$ cat config.mk
export PLATFORM = sky130hd
export DESIGN_NAME = vending_machine_multi
export DESIGN_NICKNAME = d
export VERILOG_FILES = /design/src/rtl/vm_pkg.sv /design/src/rtl/vm_change_dispenser.sv /design/src/rtl/vending_machine_multi.sv
export SDC_FILE = /design/constraint.sdc
export NUM_CORES = 1
export LEC_CHECK = 0
export BUFFER_PORTS_ARGS = -buffer_cell sky130_fd_sc_hd__buf_4
export CORE_MARGIN = 2
export CORE_UTILIZATION = 52
export DETAILED_ROUTE_END_ITERATION = 12
export PLACE_DENSITY_LB_ADDON = 0.25
export SLEW_MARGIN = 10
export SYNTH_ARGS = -nofsm -noshare
export SYNTH_HDL_FRONTEND = slang
export SYNTH_HIERARCHICAL = 1
export SYNTH_SLANG_ARGS = --single-unit
$ cat constraint.sdc
create_clock -name clk -period 4 [get_ports clk]
set_input_delay 0 -clock clk [delete_from_list [all_inputs] [get_ports clk]]
set_output_delay 0 -clock clk [all_outputs]
set_load 0.05 [all_outputs]
$ cat src/rtl/vm_pkg.sv
// vm_pkg: states, coin/change encodings and unit values shared by the vending machine
package vm_pkg;
  typedef enum logic [1:0] {COLLECT, VEND, CHANGE} state_t;
  localparam logic [1:0] COIN_NONE = 2'd0;
  localparam logic [1:0] COIN_5 = 2'd1;
  localparam logic [1:0] COIN_10 = 2'd2;
  localparam logic [1:0] COIN_20 = 2'd3;
  localparam logic [1:0] CHG_NONE = 2'd0;
  localparam logic [1:0] CHG_5 = 2'd1;
  localparam logic [1:0] CHG_10 = 2'd2;
  localparam int UNIT_5 = 1;
  localparam int UNIT_10 = 2;
  localparam int UNIT_20 = 4;
  function automatic int coin_units(logic [1:0] c);
    return c == COIN_20 ? UNIT_20 : c == COIN_10 ? UNIT_10 : c == COIN_5 ? UNIT_5 : 0;
  endfunction
  function automatic int change_units(logic [1:0] c);
    return c == CHG_10 ? UNIT_10 : c == CHG_5 ? UNIT_5 : 0;
  endfunction
endpackage

$ cat src/rtl/vm_change_dispenser.sv
// vm_change_dispenser: pays out an amount as 10rs coins first, then a final 5rs coin
module vm_change_dispenser
  import vm_pkg::*;
#(
  parameter int W = 6
) (
  input  logic         clk,
  input  logic         rst,
  input  logic         load,
  input  logic [W-1:0] amount,
  output logic [1:0]   change,
  output logic         busy,
  output logic         done,
  output logic [W-1:0] remaining
);
  logic [1:0] coin;
  assign coin = amount >= W'(2) ? CHG_10 : amount != '0 ? CHG_5 : CHG_NONE;
  assign remaining = amount - W'(change_units(coin));
  assign done = busy && amount == '0;
  always_ff @(posedge clk)
    if (rst) begin
      change <= CHG_NONE;
      busy <= 1'b0;
    end else begin
      change <= (load || busy) ? coin : CHG_NONE;
      busy <= load || (busy && amount != '0);
    end
endmodule

$ cat src/rtl/vending_machine_multi.sv
// vending_machine_multi: multi-item coin vending FSM with change return; define VM_STOCK_EN for per-item stock
module vending_machine_multi
  import vm_pkg::*;
#(
  parameter int NUM_ITEMS = 4,
  parameter int CREDIT_W = 6,
  parameter int STOCK_W = 4,
  parameter int BASE_PRICE = 3,
  parameter int STEP_PRICE = 1
) (
  input  logic                         clk,
  input  logic                         rst,
  input  logic [1:0]                   in,
  input  logic                         sel_valid,
  input  logic [$clog2(NUM_ITEMS)-1:0] sel,
  input  logic                         cancel,
  input  logic                         restock,
  output logic                         out,
  output logic [$clog2(NUM_ITEMS)-1:0] out_item,
  output logic [1:0]                   change,
  output logic [CREDIT_W-1:0]          credit,
  output logic                         busy,
  output logic                         err
);
  state_t state, state_n;
  logic [CREDIT_W:0] sum;
  logic [CREDIT_W-1:0] eff, amount, remaining, credit_n;
  logic ovf, in_stock, sel_ok, load, done, out_n, err_n, ignored;
  int price;

  // eff is the credit including this cycle's coin, unless that coin overflows
  assign sum = {1'b0, credit} + (CREDIT_W+1)'(coin_units(in));
  assign ovf = sum[CREDIT_W];
  assign eff = ovf ? credit : sum[CREDIT_W-1:0];
  assign price = BASE_PRICE + int'(sel) * STEP_PRICE;
  assign sel_ok = int'(sel) < NUM_ITEMS && int'(eff) >= price && in_stock;
  assign amount = state == COLLECT ? eff : credit;
  assign ignored = in != COIN_NONE || sel_valid;

  always_comb begin
    state_n = state;
    credit_n = credit;
    load = 1'b0;
    out_n = 1'b0;
    err_n = 1'b0;
    case (state)
      COLLECT: begin
        credit_n = eff;
        err_n = ovf;
        if (cancel) begin
          if (eff != '0) begin
            load = 1'b1;
            credit_n = remaining;
            state_n = CHANGE;
          end
        end else if (sel_valid) begin
          if (sel_ok) begin
            out_n = 1'b1;
            credit_n = CREDIT_W'(int'(eff) - price);
            state_n = VEND;
          end else err_n = 1'b1;
        end
      end
      VEND: begin
        err_n = ignored;
        load = credit != '0;
        credit_n = remaining;
        state_n = load ? CHANGE : COLLECT;
      end
      CHANGE: begin
        err_n = ignored;
        credit_n = remaining;
        state_n = done ? COLLECT : CHANGE;
      end
      default: state_n = COLLECT;
    endcase
  end

  always_ff @(posedge clk)
    if (rst) begin
      state <= COLLECT;
      credit <= '0;
      out <= 1'b0;
      out_item <= '0;
      err <= 1'b0;
    end else begin
      state <= state_n;
      credit <= credit_n;
      out <= out_n;
      out_item <= out_n ? sel : '0;
      err <= err_n;
    end

`ifdef VM_STOCK_EN
  logic [STOCK_W-1:0] stock [NUM_ITEMS];
  assign in_stock = stock[sel] != '0;
  always_ff @(posedge clk)
    for (int i = 0; i < NUM_ITEMS; i++)
      if (rst || (state == COLLECT && restock)) stock[i] <= '1;
      else if (out_n && int'(sel) == i) stock[i] <= stock[i] - STOCK_W'(1);
`else
  logic [STOCK_W-1:0] unused_stock;
  assign in_stock = 1'b1;
  assign unused_stock = {STOCK_W{restock}};
`endif

  vm_change_dispenser #(.W(CREDIT_W)) u_chg (
    .clk(clk),
    .rst(rst),
    .load(load),
    .amount(amount),
    .change(change),
    .busy(busy),
    .done(done),
    .remaining(remaining)
  );
endmodule
* Word-level counts from Yosys, hierarchy flattened
Index checks and enable logic that the tools add are counted.
** Word-level totals
- Flip-flop bits (word level) :: 15
- Input port bits :: 9
- Output and inout port bits :: 13
- Logic and storage cells :: 73
** Operators by class
- Add/sub/neg operators :: 4
- $lt $le $gt $ge :: 2
- Equality and inequality tests :: 10
- Mux-type cells :: 32
- Bitwise operators :: 2
- Reduce and logical (&&, ||, !) cells :: 16
** Operators by type and width (count)
- $mux W6 :: 7
- $reduce_bool A6 Y1 :: 3
- $mux W2 :: 8
- $mux W1 :: 12
- $pmux W6 S2 :: 1
- $eq A2 B2 Y1 const B :: 4
- $add A6 B3 Y7 :: 1
- $eq A2 B1 Y1 const B :: 3
- $ge A6 B2 Y1 const B :: 1
- $ge A6 B3 Y1 :: 1
- $logic_not A6 Y1 :: 1
- $ne A3 B3 Y1 const B :: 2
- $pmux W2 S3 :: 1
- $reduce_or A2 Y1 :: 3
- $sub A6 B3 Y6 :: 1
- $sub A6 B6 Y6 :: 1
- $pmux W1 S2 :: 2
- $reduce_bool A2 Y1 :: 2
- $add A2 B2 Y3 const A :: 1
- $logic_or A1 B1 Y1 :: 3
- $mux W3 :: 1
- $ne A3 B2 Y1 const B :: 1
- $reduce_and A3 Y1 :: 1
- $logic_and A1 B1 Y1 :: 2
- other kinds (2) :: 3

* Logic depth before layout (Yosys ltp)
Gate-level depths: netlist (run 1).
- Word-level depth :: 17
- Mapped depth :: 16
- Gate-level depth less buffers :: 16

* Cells and area by module
The synthesis (run 1) kept the hierarchy.
** By module, submodules not included
- vending_machine_multi :: instances 1, cells each 171, area each 1316.3 µm², seq. area each 240.2 µm²
- vm_change_dispenser :: instances 1, cells each 30, area each 266.5 µm², seq. area each 60.1 µm²

* Worst setup path before layout (run 1)
Ideal clock, no wire load.
- Path type :: reg2reg
- From :: register credit[0]
- To :: register credit[5]
- Setup time :: 117 ps
- Arrival :: 3846 ps
- Data required time :: 3883 ps
- Path slack :: 36 ps
- Stages on the path, launching flop included :: 16
- Path buffers :: 0
- Clock period less this slack :: 3964 ps
- Cells stage by stage :: dfxtp_1 ha_1 fa_1 a21o_2 a2111oi_0 a21oi_1 nand2_1 o21ai_0 nor2_1 nor4b_4 and2_1 ha_1 inv_1 a2111o_1 xnor2_1 a22o_2
** Between the ends
- Word-level cells in the longest chain between the ends :: 13
- Elaborated cells between the ends (all ways) :: 20
- Those cells by class :: 3 x add/sub; 2 x order compare; 2 x eq/ne; 11 x mux; 2 x reduce/logical
** Ends and longest elaborated chain
- start, declared :: RTL line vending_machine_multi.sv:21 : output logic [CREDIT_W-1:0] credit,
- start signal, assigned :: RTL line vending_machine_multi.sv:88 : credit <= credit_n;
- $add A6 B3 Y7 (*) :: RTL line vending_machine_multi.sv:32 : assign sum = {1'b0, credit} + (CREDIT_W+1)'(coin_units(in));
- $mux W6 (*) :: RTL line vending_machine_multi.sv:34 : assign eff = ovf ? credit : sum[CREDIT_W-1:0];
- $mux W6 (*) :: RTL line vending_machine_multi.sv:37 : assign amount = state == COLLECT ? eff : credit;
- via amount[3] :: RTL line vending_machine_multi.sv:27 : logic [CREDIT_W-1:0] eff, amount, remaining, credit_n;
- parallel branches: the longest is 6 deep, another holds $ge A6 B2 Y1
- $sub A6 B6 Y6 (*) :: RTL line vm_change_dispenser.sv:18 : assign remaining = amount - W'(change_units(coin));
- via remaining[5] :: RTL line vending_machine_multi.sv:27
- $mux W6 :: RTL line vending_machine_multi.sv:51 : if (eff != '0) begin
- $mux W6 :: RTL line vending_machine_multi.sv:50 : if (cancel) begin
- $pmux W6 S2 (*) :: RTL line vending_machine_multi.sv:46 : case (state)
Mark *: on every way through the listed nets, which the timed path passes.
A chain may end at the register's enable or synchronous reset.

* Final worst setup path (run 1)
Ends and elaborated chain as after synthesis.

==> results of run 1 <==
[area by class of cell]
cell class | instances | area [um2]
Clock buffer | 3 | 22.5
Clock inverter | 1 | 5.00
Fill cell | 264 | 1080
Inverter | 18 | 67.6
Multi-Input combinational cell | 164 | 1210
Sequential cell | 15 | 300
Tap cell | 33 | 41.3
Timing Repair Buffer | 33 | 255
[power by group through the flow]
stage | logic (mW) | clock network (mW) | registers [mW]
finish | 1.23 | 0.0976 | 0.232
global route | 1.33 | 0.0984 | 0.237
CTS | 1.19 | 0.0983 | 0.231
detailed placement | 1.18 | 0 | 0.235
global placement | 1.15 | 0 | 0.231
floorplan | 0.750 | 0 | 0.364
[critical path, delay by kind of cell, from the launching register on]
family | cells | cell delay, ns
flops | 1 | 0.33
buf+inv | 1 | 0.06
xor+xnor | 1 | 0.13
simple gates | 4 | 0.76
compound gates | 6 | 1.51
fa+ha+maj | 3 | 0.84
[through the flow]
stage	area (um2)	util, %	total power [mW]
finish	1900	63.7	1.56
global route	1900	63.7	1.66
CTS	1880	63.0	1.52
detailed placement	1820	61.1	1.41
global placement	1820	61.1	1.38
floorplan	1580	-	1.11
[synthesized netlist by cell type (4+ instances only)]
master / number
inv_1: 18
and3_1: 4
mux2_2: 5
nand2_1: 16
and2_1: 5
mux2i_1: 4
nand3_1: 4
a21oi_1: 12
dfxtp_1: 15
nor4_1: 4
nor2b_1: 6
nor2_1: 26
nor3_1: 5
ha_1: 13
o21ai_0: 9
[sequential cells by signal, summed over array words and instances (netlist names)]
signal	cells
u_chg/busy	1
out	1
out_item	2
state	2
err	1
credit	6
u_chg/change	2
[path summary, 6_finish.rpt]
path                                             start                endpoint  slack (ns)  cells past startpoint
worst min register to register   state[1]$_SDFFE_PP0P_   state[1]$_SDFFE_PP0P_        0.58                      2
worst max-delay path            credit[0]$_SDFFE_PP0P_  credit[5]$_SDFFE_PP0P_        0.27                     15
worst max register to register  credit[0]$_SDFFE_PP0P_  credit[5]$_SDFFE_PP0P_        0.27                     15
worst min-delay path                            cancel          err$_SDFF_PP0_        0.06                      3
[cells in the final DEF, fill, tap and decap left out, types with 2 or more instances in the layout]
cell / Yosys / routed
nand2_1: 16 / 16
nor4_1: 4 / 4
fa_1: 3 / 2
nand2b_1: 2 / 2
a21oi_1: 12 / 12
buf_4: 2 / 30
and3_1: 4 / 4
a221o_2: 3 / 3
nand3_1: 4 / 4
nor2b_1: 6 / 6
xnor2_1: 3 / 3
clkbuf_4: 0 / 3
nor2_1: 26 / 25
mux2_2: 5 / 5
nor3_1: 5 / 5
o31ai_1: 2 / 2
xor2_1: 3 / 3
ha_1: 13 / 13
o21a_1: 2 / 2
dlygate4sd3_1: 0 / 3
mux2i_1: 4 / 3
inv_1: 18 / 18
and2_1: 5 / 5
dfxtp_1: 15 / 15
o21ai_0: 9 / 9
or2_2: 2 / 2
a31oi_1: 2 / 2
o221ai_1: 3 / 3
[per-layer routing]
metal  vias to the layer above  GRT usage (%)  part of all wire (%)
met4                         0           12.0                   3.2
met5                         -              0                     0
met1                       801           36.3                    43
met3                        15           3.28                   6.6
met2                        75           42.5                    47
li1                        791              -                     -
[logic make-up (layout without fill, tap and decap cells)]
group           Yosys count  after routing  share of synthesized area, %
fa+ha+maj                16             16                          14.1
simple gates             80             80                          26.4
mux                       9              9                          6.09
xor+xnor                  6              6                          3.32
buf+inv                  22             55                          5.77
flops                    15             15                          19.0
compound gates           53             53                          25.4
[what timing repair did]
action / CTS / global route
endpoints found under the hold margin: 6 / 0
hold buffers: 3 / 0
endpoints found under the setup margin: 0 / 8
gates resized for setup: 0 / 5
buffers inserted: 0 / 1
==> out/qor.yml, run 1 <==
slew_violations: 0
drv_cap: 0
critPathArrivalTime_ns: 3.94
drc_errors: 0
clockRootBuffer: "clkbuf_4"
dr.pass1.iters: 5
synth-seq-cells: 15
dieArea_mm2: 0.00350
cp_slowest_cell: "fa_2"
worstHoldPathType: "primary input to register"
grt_use_total_pct: 26.8
cts.sinks: 15
fin_cells: 267
holdWs_ns: 0.0559
synth-async-reset-ratio_pct: 0
fin_worst_skew_ns: 0.00282
switching_power_mw: 0.815
internal_power_mw: 0.740
diodes: 0
power_density_mw_per_mm2: 820
ant_nets: 0
worstPathCellList: "ha_1 > fa_2 > a21o_2 > a2111oi_2 > a21oi_1 > nand2_1 > o21ai_0 > nor2_1 > nor4b_4 > and2_1 > ha_1 > inv_1 > a2111o_1 > xnor2_1 > a22o_2"
peakVddDrop_uv: 475
finalHoldViolCount: 0
worstMarginPinSlew_ns: 0.787
p_leak_nw: 0.875
path_class: "register to register"
core_mm2: 0.00298
port_buffers: 20
wl_per_cell_um: 16.3
die_w_um: 59.2
p_comb_share_pct: 78.8
synthDistinctLibCells: 53
finalNetCount: 260
synth_nets: 226
clock_path_buffers: 2
period_needed_ns: 3.73
synthFlopType: "dfxtp_1"
dp.cells: 259
status: "finished, final reports clean"
setup_viol: 0
cts_buffers: 3
synth-seq-area-share_pct: 19.0
critPathMaxFanout: 6
netlist.area_leader.share_pct: 19.0
gp_congestion: 0.881
pre_cts_slack_ns: 0.130
slowest_delay_ns: 0.42
synth_edf_count: 0
area_delta_synth_final_pct: 19.9
syn_area_mm2: 0.00158
worstSkewPairLatency_ns: 0.31
ios: 22
viasPerCell: 6.30
cts_tree: "yes"
wl_um: 4360
critPathLaunchType: "register"
slew_headroom_pct: 47.1
fmax_mhz: 268
vias: 1682
rsz0062_at_grt: "false"
drive_above_1_share_pct: 25.2
cp-end-kind: "register"
grt_pass1_vias: 1575
dp_hpwl_um: 3420
die_y_um: 59.2
clk_pin_slew_ns: 0.10
cpMostUsedCell: "ha_1"
netlist_instances: 201
pwr-share-seq_pct: 14.9
htree_levels: 1
rows: 20
grt_pass1_wl_um: 7110
grt_overflow: 0
yosysTopAreaCell: "dfxtp_1"
setup_ws_ns: 0.268
antenna_found_initial: 0
grt_max_degree: 15
initial_core_util_pct: 53.2
pwr-share-clk_pct: 6.3
avgSynthCellArea_um2: 7.87
switching_share_pct: 52.4
drtIter0Drc: 111
ys_warn_count: 6
tns_ns: 0
min_period_over_period_pct: 93.3
crit_required_ns: 4.21
yosys-top-cells-area: "dfxtp_1 19%, ha_1 10%, nor2_1 6.2%"
No activity file was read; power rests on OpenSTA's default activity.
==> inputs of run 2 (changes only) <==
- CORE_MARGIN: 2 -> 10
- SYNTH_HIERARCHICAL: 1 -> not set
==> out/qor.yml, run 2 <==
ant_nets: 0  # unchanged
min_period_over_period_pct: 94.3  # +1.0 points
diodes: 0  # unchanged
fin_area_mm2: 0.00187  # -1.6%
cpMostUsedCell: "ha_1"
worstPathCellList: "ha_1 > inv_1 > fa_1 > and2b_2 > o2111ai_4 > and4_1 > o221a_2 > buf_4 > ha_1 > a21oi_1 > nand4_1 > a21boi_0 > o21ai_0 > o211ai_1 > a31oi_1"
dr.pass1.iters: 5  # unchanged
synth-seq-area-share_pct: 19.0  # about the same
layout_commonest_cell: "buf_4"
setup_viol: 0  # unchanged
critPathArrivalTime_ns: 3.96  # +0.02 ns
yosys-mux-area-fraction_pct: 5.77  # -0.32 points
cp-end-kind: "register"
clock_path_buffers: 2  # unchanged
yosys.area_share.simple_pct: 26.3  # -0.10 points
period_needed_ns: 3.77  # +0.0419 ns
path_delay_family: "compound AO/OA/AOI/OAI gates"
vias: 1687  # +0.30%
htree_levels: 1  # unchanged
yosys-top-cells-area: "dfxtp_1 19%, ha_1 10%, mux2i_1 5.1%"
rows: 19  # -5.0%
grt_max_degree: 19  # +4
clk_pin_slew_ns: 0.09  # about the same
port_buffers: 20  # unchanged
finalHoldViolCount: 0  # unchanged
cts_buffers: 3  # unchanged
worstMarginPinSlew_ns: 0.604  # -0.183 ns
largest_reg_flops: 6  # unchanged
synth_compound_area_share_pct: 24.6  # -0.81 points
grt_pass1_wl_um: 7300  # +2.7%
drive_above_1_share_pct: 20.9  # -4.3 points
core_mm2: 0.00283  # -5.0%
initial_core_util_pct: 56.0  # +2.8 points
synth_nets: 228  # +0.88%
p_leak_nw: 0.866  # -1.0%
status: "finished, final reports clean"
yosysTopAreaCell: "dfxtp_1"
wl_per_cell_um: 17.4  # +6.5%
power_density_mw_per_mm2: 815  # -0.58%
gp_congestion: 0.909  # +3.3%
grt_use_total_pct: 16.1  # -11 points
worstSkewPairLatency_ns: 0.29  # -0.02 ns
antenna_found_initial: 0  # unchanged
slew_violations: 0  # unchanged
synth_top_family_by_area: "simple AND/OR/NAND/NOR gates"
worstHoldPathType: "primary input to register"
final_core_util_pct: 66.0  # +2.2 points
synthAdderAreaFrac_pct: 14.1  # about the same
synth_xor_area_share_pct: 3.87  # +0.55 points
cts.sinks: 15  # unchanged
critPathLaunchType: "register"
dp_hpwl_um: 3460  # +1.2%
viasPerCell: 6.46  # +2.6%
synth_edf_count: 0  # unchanged
synthDistinctLibCells: 57  # +7.5%
setup_ws_ns: 0.226  # -0.0419 ns
slowest_delay_ns: 0.41  # about the same
fmax_mhz: 265  # -1.1%
drc_errors: 0  # unchanged
drtIter0Drc: 147  # +32%
fin_cells: 261  # -2.2%
syn_area_mm2: 0.00158  # about the same
dieArea_mm2: 0.00565  # +61%
cp_num_buf_inv: 2  # +1
synthTopCellsByCount: "21 x nand2_1, 16 x inv_1, 15 x dfxtp_1, 15 x nor2_1, 13 x ha_1"
regMostFlops: "credit"
grt_overflow: 0  # unchanged
critPathMaxFanout: 10  # +4
crit_required_ns: 4.18  # -0.03 ns
cp_slowest_cell: "fa_1"
slew_headroom_pct: 59.7  # +13 points
pre_cts_slack_ns: 0.136  # +0.00606 ns
cts_tree: "yes"
grt_pass1_vias: 1534  # -2.6%
ys_warn_count: 0  # -6
synth-seq-cells: 15  # unchanged
path_class: "register to register"
drv_cap: 0  # unchanged
die_w_um: 75.2  # +27%
ios: 22  # unchanged
clockRootBuffer: "clkbuf_4"
wl_um: 4540  # +4.1%
die_y_um: 75.2  # +27%
peakVddDrop_uv: 383  # -19%
netlist.area_leader.share_pct: 19.0  # about the same
fin_worst_skew_ns: 0.00600  # +0.00318 ns
synth-async-reset-ratio_pct: 0  # unchanged
placed_cell_area_mm2: 0.00178  # -1.9%
area_delta_synth_final_pct: 17.9
yosysMostFrequentCell: "nand2_1"
avgSynthCellArea_um2: 7.80  # -0.91%
netlist_instances: 203  # +1.0%
dp.cells: 253  # -2.3%
layout_common_cells: "29 x buf_4, 21 x nand2_1, 16 x inv_1"
finalNetCount: 256  # -1.5%
synthFlopType: "dfxtp_1"
[run 2: cell count changes after synthesis, sizes merged, moves of 3 or more]
cell,before,now
nor2,26,15
nand2,16,21
a221o,4,0
clkbuf,1,5
mux2,5,1
mux2i,4,8
nand3,4,8
a221oi,0,3
and2,5,2
o221ai,3,0
xnor2,3,6
[run 2: final timing paths]
kind / slack (ns) / from / end / cells after the start
worst max-delay path: 0.23 / credit[0]$_SDFFE_PP0P_ / credit[5]$_SDFFE_PP0P_ / 15
worst max register to register: 0.23 / credit[0]$_SDFFE_PP0P_ / credit[5]$_SDFFE_PP0P_ / 15
worst min register to register: 0.56 / u_chg.busy$_SDFF_PP0_ / u_chg.busy$_SDFF_PP0_ / 2
worst min-delay path: 0.05 / sel[0] / out_item[0]$_SDFF_PP0_ / 3
[run 2: timing repair]
item | CTS | global route
gates resized for setup | 0 | 5
setup buffers | 0 | 2
hold endpoints to repair | 2 | 0
endpoints found under the setup margin | 0 | 8
hold buffers | 2 | 0
[run 2: final cells by class]
cell class / count / area (um2)
Timing Repair Buffer: 31 / 238
Multi-Input combinational cell: 164 / 1200
Inverter: 16 / 60.1
Fill cell: 231 / 962
Clock buffer: 4 / 26.3
Tap cell: 31 / 38.8
Sequential cell: 15 / 300
[run 2: cells by family (layout without fill, tap and decap cells)]
family          Yosys count  in the layout
fa+ha+maj                16             16
mux                       9              9
buf+inv                  24             51
xor+xnor                  7              7
compound gates           51             51
simple gates             81             81
flops                    15             15
[run 2: tightest hold or removal path: stages]
cell	delay, ns
buf_4	0.11
inv_1	0.11
nor4_1	0.07
[run 2: stage by stage]
stage	hold slack, ns	total power, mW	TNS (ns)
after floorplan	0.0787	1.09	0
after global placement	0.288	1.32	0
after detailed placement	0.291	1.36	0
after CTS	0.0419	1.46	0
after global routing	0.0466	1.64	-0.0493
final	0.0499	1.52	0
[run 2: routing by layer]
metal | track usage (%) | wire (um)
met5 | 0 | 0
met4 | 6.39 | 109
met3 | 1.45 | 341
met2 | 27.1 | 2160
met1 | 20.6 | 1930
[run 2: power breakdown]
| part | internal (mW) | switching (mW) | leakage (nW) | total, mW |
|---|---|---|---|---|
| sequential | 0.195 | 0.0371 | 0.123 | 0.232 |
| combinational | 0.473 | 0.726 | 0.728 | 1.20 |
| clock | 0.0388 | 0.0515 | 0.0150 | 0.0904 |
==> inputs of run 3 (changes only) <==
- RECOVER_POWER: not set -> 25
==> out/qor.yml, run 3 (synthesis gave the netlist of run 2 again) <==
critPathLaunchType: "register"
port_buffers: 20  # unchanged
cts.sinks: 15  # unchanged
viasPerCell: 6.47  # +0.12%
cp-end-kind: "register"
drc_errors: 0  # unchanged
grt_use_total_pct: 16.1  # unchanged
power_density_mw_per_mm2: 818  # +0.38%
tns_ns: 0  # unchanged
layout_commonest_cell: "buf_4"
dr.pass1.iters: 5  # unchanged
slew_headroom_pct: 60.0  # +0.23 points
wl_um: 4540  # about the same
gp_congestion: 0.909  # unchanged
antenna_found_initial: 0  # unchanged
dp_hpwl_um: 3460  # unchanged
htree_levels: 1  # unchanged
path_class: "register to register"
finalNetCount: 256  # unchanged
hold_depth: 3  # unchanged
setup_viol: 0  # unchanged
setup_ws_ns: 0.226  # -0.000480 ns
critPathArrivalTime_ns: 3.96  # about the same
finalHoldViolCount: 0  # unchanged
worstSkewPairLatency_ns: 0.29  # about the same
reg2reg_depth: 15  # unchanged
cts_tree: "yes"
fin_area_mm2: 0.00184  # -1.2%
period_needed_ns: 3.77  # +0.000480 ns
grt_max_degree: 19  # unchanged
status: "finished, final reports clean"
fin_worst_skew_ns: 0.00576  # -0.000244 ns
wl_per_cell_um: 17.4  # about the same
ant_nets: 0  # unchanged
drtIter0Drc: 198  # +35%
die_w_um: 75.2  # unchanged
slew_violations: 0  # unchanged
core_mm2: 0.00283  # unchanged
placed_cell_area_mm2: 0.00178  # unchanged
regMostFlops: "credit"
grt_pass1_wl_um: 7300  # unchanged
min_period_over_period_pct: 94.4  # about the same
diodes: 0  # unchanged
die_y_um: 75.2  # unchanged
p_leak_nw: 0.841  # -2.9%
grt_pass1_vias: 1534  # unchanged
grt_overflow: 0  # unchanged
clk_pin_slew_ns: 0.09  # about the same
clockRootBuffer: "clkbuf_4"
largest_reg_flops: 6  # unchanged
worstMarginPinSlew_ns: 0.603  # -0.000932 ns
reg2reg_slack_ns: 0.23  # about the same
layout_common_cells: "23 x buf_4, 21 x nand2_1, 16 x inv_1"
area_delta_synth_final_pct: 16.4
initial_core_util_pct: 56.0  # unchanged
rows: 19  # unchanged
ios: 22  # unchanged
r2r-end: "credit[5]$_SDFFE_PP0P_"
dieArea_mm2: 0.00565  # unchanged
pre_cts_slack_ns: 0.136  # unchanged
drv_cap: 0  # unchanged
min_delay_worst_endpoint: "out_item[0]$_SDFF_PP0_"
total_power_mw: 1.51  # -0.83%
clock_path_buffers: 2  # unchanged
r2r_start: "credit[0]$_SDFFE_PP0P_"
fmax_mhz: 265  # about the same
crit_required_ns: 4.18  # about the same
holdCritStartpoint: "sel[0]"
vias: 1689  # +0.12%
worstHoldPathType: "primary input to register"
critPathMaxFanout: 10  # unchanged
drive_above_1_share_pct: 18.3  # -2.6 points
cts_buffers: 3  # unchanged
peakVddDrop_uv: 381  # -0.38%
==> run 3: cell types whose count changed in the layout (fill, tap and decap cells not counted), sizes merged <==
cell,delta
buf,-6
clkbuf,+6
==> run 3: where the power goes <==
part | switching (mW) | leakage (nW) | internal (mW)
sequential | 0.0371 | 0.123 | 0.195
clock | 0.0511 | 0.0150 | 0.0388
combinational | 0.724 | 0.703 | 0.463
total | 0.812 | 0.841 | 0.696
==> run 3: what timing repair did <==
item / in CTS / in global routing
setup endpoints to repair: 0 / 8
endpoints found under the hold margin: 2 / 0
hold buffers: 2 / 0
setup buffers: 0 / 2
gates resized for setup: 0 / 5
==> run 3: stage by stage <==
stage / hold WS, ns / std cells / utilization [%]
5_1_grt: 0.0466 / 261 / 65.2
3_5_place_dp: 0.291 / 253 / 63.0
2_1_floorplan: 0.0787 / 203 / -
6_report: 0.0625 / 261 / 65.2
3_3_place_gp: 0.288 / 253 / 63.0
4_1_cts: 0.0419 / 259 / 64.7
==> run 3: area by class of cell <==
| type | count | area [um2] |
|---|---|---|
| inverters | 16 | 60.1 |
| multi-input cells | 164 | 1200 |
| clock buffers | 4 | 26.3 |
| flip-flops and latches | 15 | 300 |
| fillers | 238 | 985 |
| well taps | 31 | 38.8 |
| repair buffers | 31 | 215 |
==> run 3: worst max-delay path by stage <==
stage	cells past startpoint	from	endpoint	slack, ns
after floorplan	15	credit[0]$_SDFFE_PP0P_	credit[4]$_SDFFE_PP0P_	0.09
final	15	credit[0]$_SDFFE_PP0P_	credit[5]$_SDFFE_PP0P_	0.23
after CTS	15	credit[0]$_SDFFE_PP0P_	credit[4]$_SDFFE_PP0P_	0.10
after detailed placement	15	credit[0]$_SDFFE_PP0P_	credit[4]$_SDFFE_PP0P_	0.14
after global routing	15	credit[0]$_SDFFE_PP0P_	credit[5]$_SDFFE_PP0P_	-0.05
after global placement	15	credit[0]$_SDFFE_PP0P_	credit[4]$_SDFFE_PP0P_	0.25
==> run 3: worst max-delay path, stage by stage (launching register included) <==
cell and delay, ns:
dfxtp_1 0.37, ha_1 0.21, inv_1 0.07, fa_1 0.41, and2b_2 0.31, o2111ai_4 0.22
and4_1 0.28, o221a_2 0.27, buf_4 0.15, ha_1 0.28, a21oi_1 0.17, nand4_1 0.26
nor4_2 0.27, o21ai_0 0.15, o211ai_1 0.14, a31oi_1 0.11
==> run 3: per-layer routing <==
layer / up-vias / wire length [um] / GRT usage (%)
met5: - / 0 / 0
met2: 104 / 2170 / 27.1
li1: 797 / - / -
met3: 14 / 358 / 1.45
met1: 774 / 1890 / 20.6
met4: 0 / 116 / 6.39
